--- src/rtl/uart_tx_fifo.sv ---
// Byte FIFO feeding a UART transmit driver through a Start/Ready handshake.
// Optional drop counter: define UART_TX_FIFO_DROP_CNT_EN to add drop_cnt/drop_clr.
module uart_tx_fifo #(
    parameter int DEPTH     = 16,
    parameter int AFULL_LVL = 12,
    localparam int AW       = $clog2(DEPTH),
    localparam int CW       = $clog2(DEPTH) + 1
) (
    input  logic          clk,
    input  logic          rst,
    input  logic          wr_en,
    input  logic [7:0]    wr_data,
    output logic          full,
    output logic          almost_full,
    output logic          empty,
    output logic [CW-1:0] count,
    output logic          overflow,
    input  logic          UART_Ready,
    output logic          UART_Start,
    output logic [7:0]    data_out
`ifdef UART_TX_FIFO_DROP_CNT_EN
    ,
    output logic [15:0]   drop_cnt,
    input  logic          drop_clr
`endif
);

    localparam logic [1:0] IDLE      = 2'd0;
    localparam logic [1:0] WAIT_ACK  = 2'd1;
    localparam logic [1:0] WAIT_DONE = 2'd2;

    localparam logic [CW-1:0] DEPTH_C = CW'(DEPTH);
    localparam logic [CW-1:0] AFULL_C = CW'(AFULL_LVL);

    logic [7:0]    mem_reg [DEPTH];
    logic [AW-1:0] wr_ptr_reg;
    logic [AW-1:0] rd_ptr_reg;
    logic [CW-1:0] count_reg;
    logic [CW-1:0] count_next;
    logic          full_reg;
    logic          almost_full_reg;
    logic          empty_reg;
    logic          overflow_reg;
    logic [1:0]    state_reg;
    logic [1:0]    ack_cnt_reg;
    logic          start_reg;
    logic [7:0]    data_out_reg;
    logic          push;
    logic          pop;

    // Full is the registered pre-pop value, so a push into a full FIFO is
    // rejected even when a pop happens on the same edge.
    assign push = wr_en && !full_reg;
    assign pop  = (state_reg == IDLE) && !empty_reg && UART_Ready;

    always_comb begin
        count_next = count_reg;
        case ({push, pop})
            2'b10:   count_next = count_reg + CW'(1);
            2'b01:   count_next = count_reg - CW'(1);
            default: count_next = count_reg;
        endcase
    end

    always_ff @(posedge clk) begin
        if (push) begin
            mem_reg[wr_ptr_reg] <= wr_data;
        end
    end

    always_ff @(posedge clk or posedge rst) begin
        if (rst) begin
            wr_ptr_reg      <= '0;
            rd_ptr_reg      <= '0;
            count_reg       <= '0;
            full_reg        <= 1'b0;
            almost_full_reg <= 1'b0;
            empty_reg       <= 1'b1;
            overflow_reg    <= 1'b0;
            state_reg       <= IDLE;
            ack_cnt_reg     <= '0;
            start_reg       <= 1'b0;
            data_out_reg    <= 8'h00;
        end else begin
            if (push) begin
                wr_ptr_reg <= wr_ptr_reg + AW'(1);
            end
            if (pop) begin
                rd_ptr_reg <= rd_ptr_reg + AW'(1);
            end
            count_reg       <= count_next;
            full_reg        <= (count_next == DEPTH_C);
            almost_full_reg <= (count_next >= AFULL_C);
            empty_reg       <= (count_next == '0);
            overflow_reg    <= wr_en && full_reg;

            case (state_reg)
                IDLE: begin
                    start_reg <= 1'b0;
                    if (pop) begin
                        data_out_reg <= mem_reg[rd_ptr_reg];
                        start_reg    <= 1'b1;
                        ack_cnt_reg  <= '0;
                        state_reg    <= WAIT_ACK;
                    end
                end
                WAIT_ACK: begin
                    // Ready dropping is the driver's acknowledge; if it never
                    // comes, re-launch the same byte every fourth cycle.
                    if (!UART_Ready) begin
                        start_reg <= 1'b0;
                        state_reg <= WAIT_DONE;
                    end else if (ack_cnt_reg == 2'd3) begin
                        start_reg   <= 1'b1;
                        ack_cnt_reg <= '0;
                    end else begin
                        start_reg   <= 1'b0;
                        ack_cnt_reg <= ack_cnt_reg + 2'd1;
                    end
                end
                WAIT_DONE: begin
                    start_reg <= 1'b0;
                    if (UART_Ready) begin
                        state_reg <= IDLE;
                    end
                end
                default: begin
                    start_reg <= 1'b0;
                    state_reg <= IDLE;
                end
            endcase
        end
    end

`ifdef UART_TX_FIFO_DROP_CNT_EN
    logic [15:0] drop_cnt_reg;

    always_ff @(posedge clk or posedge rst) begin
        if (rst) begin
            drop_cnt_reg <= '0;
        end else if (drop_clr) begin
            drop_cnt_reg <= '0;
        end else if (wr_en && full_reg && (drop_cnt_reg != 16'hFFFF)) begin
            drop_cnt_reg <= drop_cnt_reg + 16'd1;
        end
    end

    assign drop_cnt = drop_cnt_reg;
`endif

    assign full        = full_reg;
    assign almost_full = almost_full_reg;
    assign empty       = empty_reg;
    assign count       = count_reg;
    assign overflow    = overflow_reg;
    assign UART_Start  = start_reg;
    assign data_out    = data_out_reg;

endmodule

--- config.mk ---
export PLATFORM = sky130hd
export DESIGN_NAME = uart_tx_fifo
export DESIGN_NICKNAME = d
export VERILOG_FILES = /design/src/rtl/uart_tx_fifo.sv
export SDC_FILE = /design/constraint.sdc
export NUM_CORES = 1
export LEC_CHECK = 0
export BUFFER_PORTS_ARGS = -buffer_cell sky130_fd_sc_hd__buf_2
export CORE_ASPECT_RATIO = 1.4
export CORE_MARGIN = 2
export CORE_UTILIZATION = 42
export DETAILED_ROUTE_END_ITERATION = 8
export HOLD_SLACK_MARGIN = 0.12
export PLACE_DENSITY = 0.6
export SYNTH_ARGS = -nofsm -noshare
export SYNTH_HDL_FRONTEND = slang
export SYNTH_SLANG_ARGS = --single-unit
--- constraint.sdc ---
create_clock -name clk -period 6.6 [get_ports clk]
set_clock_uncertainty 0.05 [all_clocks]
set_input_delay 0.33 -clock clk [delete_from_list [all_inputs] [get_ports clk]]
set_output_delay 0.33 -clock clk [all_outputs]
set_load 0.01 [all_outputs]
After elaboration in Yosys (flattened, before gate mapping)
Memory sizes are Yosys's and may differ from the RTL's. A register that Yosys moved wholly into a read port is not among the register bits. Index checks and enable logic that the tools add are counted.

Bits of input ports: 12. RAM bits: 128. Register bits: 22. Output and inout port bits: 18. Word-level logic and storage cells: 54. Memories: 1.

Memory list: mem_reg (depth 16, bits a word 8, rd ports 1, clocked after memory_dff 1, wr ports 1, line 35) `logic [7:0] mem_reg [DEPTH];`.

Magnitude comparators: 1. Reductions and logical operators: 12. Muxes and demuxes: 15. Eq/ne operators: 10. $add $sub $neg: 5.

Operators by type and width (count): two-way mux 2 bit (6); case mux 5 bit (2 select lines) (1); adder 4 x 1 -> 4 bit, second input constant (2); != test 2 bit, second input constant (4); == test 2 bit, second input constant (3); case mux 2 bit (3 select lines) (1); AND reduction 3 bit (2); adder 5 x 1 -> 5 bit, second input constant (1); == test 5 bit, second input constant (1); greater-or-equal comparator 5 x 4 -> 1 bit, second input constant (1); logical NOT 5 bit (1); two-way mux 1 bit (5); subtractor 5 x 1 -> 5 bit, second input constant (1); == test 2 x 1 -> 1 bit, second input constant (2); logical AND 1 bit (4); case mux 2 bit (2 select lines) (1); adder 2 x 1 -> 2 bit, second input constant (1); logical NOT 1 bit (2); logical NOT 2 bit (1); case mux 1 bit (2 select lines) (1); AND reduction 2 bit (1); nonzero test 2 bit (1).

Logic depth before layout (Yosys ltp)
Word-level depth: 6. Gate-level depth with buffers: 13. Gate-level depth less buffers: 12.

Worst setup path before layout
No wires, ideal clock.

Path type: register -> register. Start point: reg state_reg[0]. End point: reg almost_full_reg (netlist: almost_full). Slack: 3.852 ns. Setup time: 0.064 ns. Path buffers: 0. Data arrival time: 2.634 ns. Stages on the path, launching flop included: 13. Path through: dfrtp_1 or4b_4 inv_1 nand2_1 xnor2_1 ha_1 nor3_1 o31ai_1 a21oi_1 and3b_1 or4_4 inv_2 a21o_1.

Cells in the longest elaborated chain, start to end: 6. Elaborated cells on any way between the ends: 7. Those cells by class: 1 x order compare; 2 x eq/ne; 1 x mux; 3 x reduce/logical.

Ends and longest elaborated chain: start: declaration (line 44) `logic [1:0] state_reg;`; start signal: assignment (line 80) `state_reg <= IDLE;`; start signal: assignment (line 104) `state_reg <= WAIT_ACK;`; start signal: assignment (line 112) `state_reg <= WAIT_DONE;`; logical NOT 2 bit * (line 54) `assign pop = (state_reg == IDLE) && !empty_reg && UART_Ready;`; logical AND 1 bit * (2 in a row) (line 54); == test 2 x 1 -> 1 bit / == test 2 bit (equally long branches) (line 58) `case ({push, pop})`; case mux 5 bit (2 select lines) * (line 58); named net count_next[4] (line 39) `logic [CW-1:0] count_next;`; greater-or-equal comparator 5 x 4 -> 1 bit * (line 93) `almost_full_reg <= (count_next >= AFULL_C);`; end signal: assignment (line 93); end: declaration (line 41) `logic almost_full_reg;`.

The timed path passes the listed nets; every way through them passes the cells marked *. A chain may end at the register's enable or synchronous reset.

Final worst setup path
Start point: in UART_Ready. End point: reg almost_full_reg (netlist: almost_full).

Cells in the longest elaborated chain, start to end: 4. Elaborated cells on any way between the ends: 5. Those cells by class: 1 x order compare; 2 x eq/ne; 1 x mux; 1 x reduce/logical.

Ends and longest elaborated chain: start: declaration (line 18) `input logic UART_Ready,`; logical AND 1 bit * (line 54); == test 2 x 1 -> 1 bit / == test 2 bit (equally long branches) (line 58); case mux 5 bit (2 select lines) * (line 58); named net count_next[4] (line 39); greater-or-equal comparator 5 x 4 -> 1 bit * (line 93).

Marks and branches as above.

==> key figures <==
Floorplanning
  • Site Rows: 53
  • Core box area: 14920 um2
  • Io pins: 30
  • Die Area: 16180 um2
  • Initial core utilization: 0.4270
  • Die height: 149.7 um
  • Die W: 108.1 um

Global routing
  • Total GRT Usage: 0.1682
  • Largest net degree at the start of global routing: 32
  • Vias in the first global route: 3254
  • Total gr overflow: 0
  • Initial antenna violation count: 0
  • Global-route wire length before repair: 19330 um

Critical path
  • Worst Path Arrival: 3.85 ns
  • CP top delay family: simple AND/OR/NAND/NOR gates
  • Critical path type: in2reg
  • Startpoint Class: input pin
  • Data required time of the critical path: 6.91 ns
  • CP max-delay cell: or4b_4
  • CP Depth: 14
  • Critical path endpoint category: flop
  • Crit path max fanout: 21
  • CP cell instances: dlygate4sd3_1 > buf_2 > or4b_4 > inv_1 > nand2_1 > xnor2_1 > ha_1 > nor3b_1 > nand3_1 > a21oi_1 > a211oi_1 > or4_4 > inv_2 > a21o_1
  • Slowest cell delay on critical path: 0.60 ns
  • Worst R2R Path Depth: 12
  • Buf/Inv on CP: 4

Logic synthesis
  • Compound-Gate Fraction of Synth Area: 0.02749
  • Cell Area, Synth: 6371 um2
  • Syn Area/Cell: 18.52 um2
  • Mux contribution to synthesized area: 0.1416
  • Syn nets: 364
  • Synth warn: 0
  • XOR/XNOR Fraction of Synth Area: 0.01650
  • Adder-Cell Fraction of Synth Area: 0.01571
  • Seq/Total Area, Yosys: 0.7213
  • Unique masters post-synth: 39
  • Register bit total from synthesis: 158
  • Simple-gate area share of the yosys netlist: 0.06127
  • Post-synthesis cell count: 344
  • Largest family of logic cells by synthesized area: multiplexers

Cells and area
  • Largest register FFs: 128
  • Inserted Diodes: 0
  • Share of layout cells above drive strength 1: 0.2813
  • Commonest cells after routing, fill and taps aside: edfxtp_1 (128), mux4_2 (32), buf_2 (29)
  • Most common cell after layout, fill and taps aside: edfxtp_1
  • Post-synthesis to final-layout area growth: 14.71%
  • Area of the multi-input gates: 1673 um2
  • Register area: 4597 um2
  • Fill count: 1225
  • Nets: 398

STA
  • Final setup TNS: 0 ns
  • Max Slew Vio Count: 0
  • RSZ-0062 raised after global routing: no
  • Worst slew pin tran: 1.101 ns
  • Slew headroom: 0.2655
  • Tcrit/Tclk final: 0.5374
  • Final Setup Violations: 0
  • Final Critical Period: 3.547 ns
  • Max Clk Rate: 282.0 MHz
  • Number of hold violations in the final report: 0
  • WHS: 0.1385 ns

Power and ir drop
  • Pleak: 2.564 nW
  • Power Density: 437.2 nW/um2
  • Worst IR Drop VDD: 0.0001767 V

Routing
  • Antenna-violating nets left: 0
  • DRC Markers: 0
  • DRT iter0 DRCs: 304
  • DRT Pass-1 Iters: 5
  • Routed WL per cell: 21.69 um
  • Total wire length: 12640 um
  • Vias/cell: 5.376
  • Via count: 3134

Min path
  • HP Class: in2async

Placement
  • Post-DP HPWL: 8101 um
  • Gpl congestion: 0.7696
  • Buffers on Ports: 29

Clock tree
  • Clock buffer depth: 2
  • H-Tree Level Count: 4
  • Cts repair resizes: 0
  • Worst skew pair latency: 0.42 ns
  • CTS Buf Count: 17
  • CTS tree: yes
  • Clock Root Buffer: clkbuf_16
  • Clk sink count: 158
  • Reg clk slew, reported paths: 0.06 ns

Status
  • Status: complete, no violations

Run
  • Max_cap viols: 0
## area by class of cell
type	instances	share of cell area
multi-input cells	160	0.2289
inverters	8	0.004109
flip-flops and latches	158	0.6290
clock inverters	15	0.02226
well taps	192	0.03287
repair buffers	33	0.02465
clock buffers	17	0.05821
## final timing paths
kind                                    from        endpoint  slack (ns)
worst max-delay path              UART_Ready     almost_full        3.05
worst min-delay path                     rst  ack_cnt_reg[0]        0.14
worst max register to register  state_reg[0]     almost_full        3.07
worst min register to register          full        overflow        0.46
max in group asynchronous                rst   rd_ptr_reg[0]        5.63
min in group clk                  wr_data[3]   mem_reg[3][3]        0.23
## stage by stage
step	util	std cells	instance area [um2]	setup slack, ns	power, mW
2_1_floorplan	-	344	6371	3.852	2.000
3_3_place_gp	0.4491	549	6700	3.288	2.253
3_5_place_dp	0.4491	549	6700	3.121	2.273
4_1_cts	0.4898	583	7308	3.083	3.242
5_1_grt	0.4898	583	7308	2.846	3.359
6_report	0.4898	583	7308	3.053	3.195
## routing by layer
metal	vias to the layer above	share of wire	global-route usage
met5	-	0	0
met4	0	0.0085	0.05897
met3	9	0.034	0.03876
met2	69	0.54	0.2836
met1	1629	0.42	0.2133
li1	1427	-	-
## cells in the mapped netlist
master    count  area share
dfrtp_1      29        0.11
a21o_1        2      0.0024
a221o_1       5      0.0079
edfxtp_1    128        0.60
or3b_2        1      0.0014
mux2_2        9       0.016
buf_1         1     0.00059
and3b_1       1      0.0014
and4b_1       2      0.0031
buf_2         4      0.0031
nand2b_1      1     0.00098
nor2b_1       3      0.0029
a211o_1       1      0.0014
a211oi_1      2      0.0024
dfstp_2       1      0.0041
and3_1        1     0.00098
a21oi_1       3      0.0024
or4_4         1      0.0018
o211ai_1      1      0.0012
and2_1       18       0.018
xnor2_1      10       0.014
nand2_1      12      0.0071
o311ai_0      3      0.0041
o31ai_1       1      0.0012
inv_2         1     0.00059
nand3_1       5      0.0039
inv_1         7      0.0041
nor3b_1       4      0.0047
or4b_4        1      0.0022
a32o_1        1      0.0016
xor2_1        2      0.0027
nor3_1        7      0.0055
mux4_2       32        0.11
nor2_1        8      0.0047
o21ai_0       4      0.0031
mux2i_1       8       0.013
clkbuf_1     13      0.0077
nand4_1       3      0.0029
ha_1          8       0.016
## cell families after synthesis
family,Yosys count
flip-flops,158
AND/OR/NAND/NOR,68
multiplexers,49
buffers and inverters,26
AO/OA/AOI/OAI,23
XOR/XNOR,12
adder cells (fa/ha/maj),8
## worst register-to-register path, cell delays in order, from the launching register on
cell,delay [ns]
dfrtp_1,0.43
or4b_4,0.70
inv_1,0.34
nand2_1,0.21
xnor2_1,0.18
ha_1,0.24
nor3b_1,0.21
nand3_1,0.10
a21oi_1,0.22
a211oi_1,0.08
or4_4,0.55
inv_2,0.08
a21o_1,0.08
## where the power goes
group	switching [mW]	internal [mW]
Combinational	0.422	0.420
Sequential	0.148	1.24
Clock	0.400	0.563
Total	0.970	2.23
## what timing repair did
action | in CTS | in global routing
setup endpoints to repair | 0 | 0
hold buffers | 2 | 0
buffers inserted | 0 | 0
endpoints found under the hold margin | 2 | 0
No activity file was read; power rests on OpenSTA's default activity.
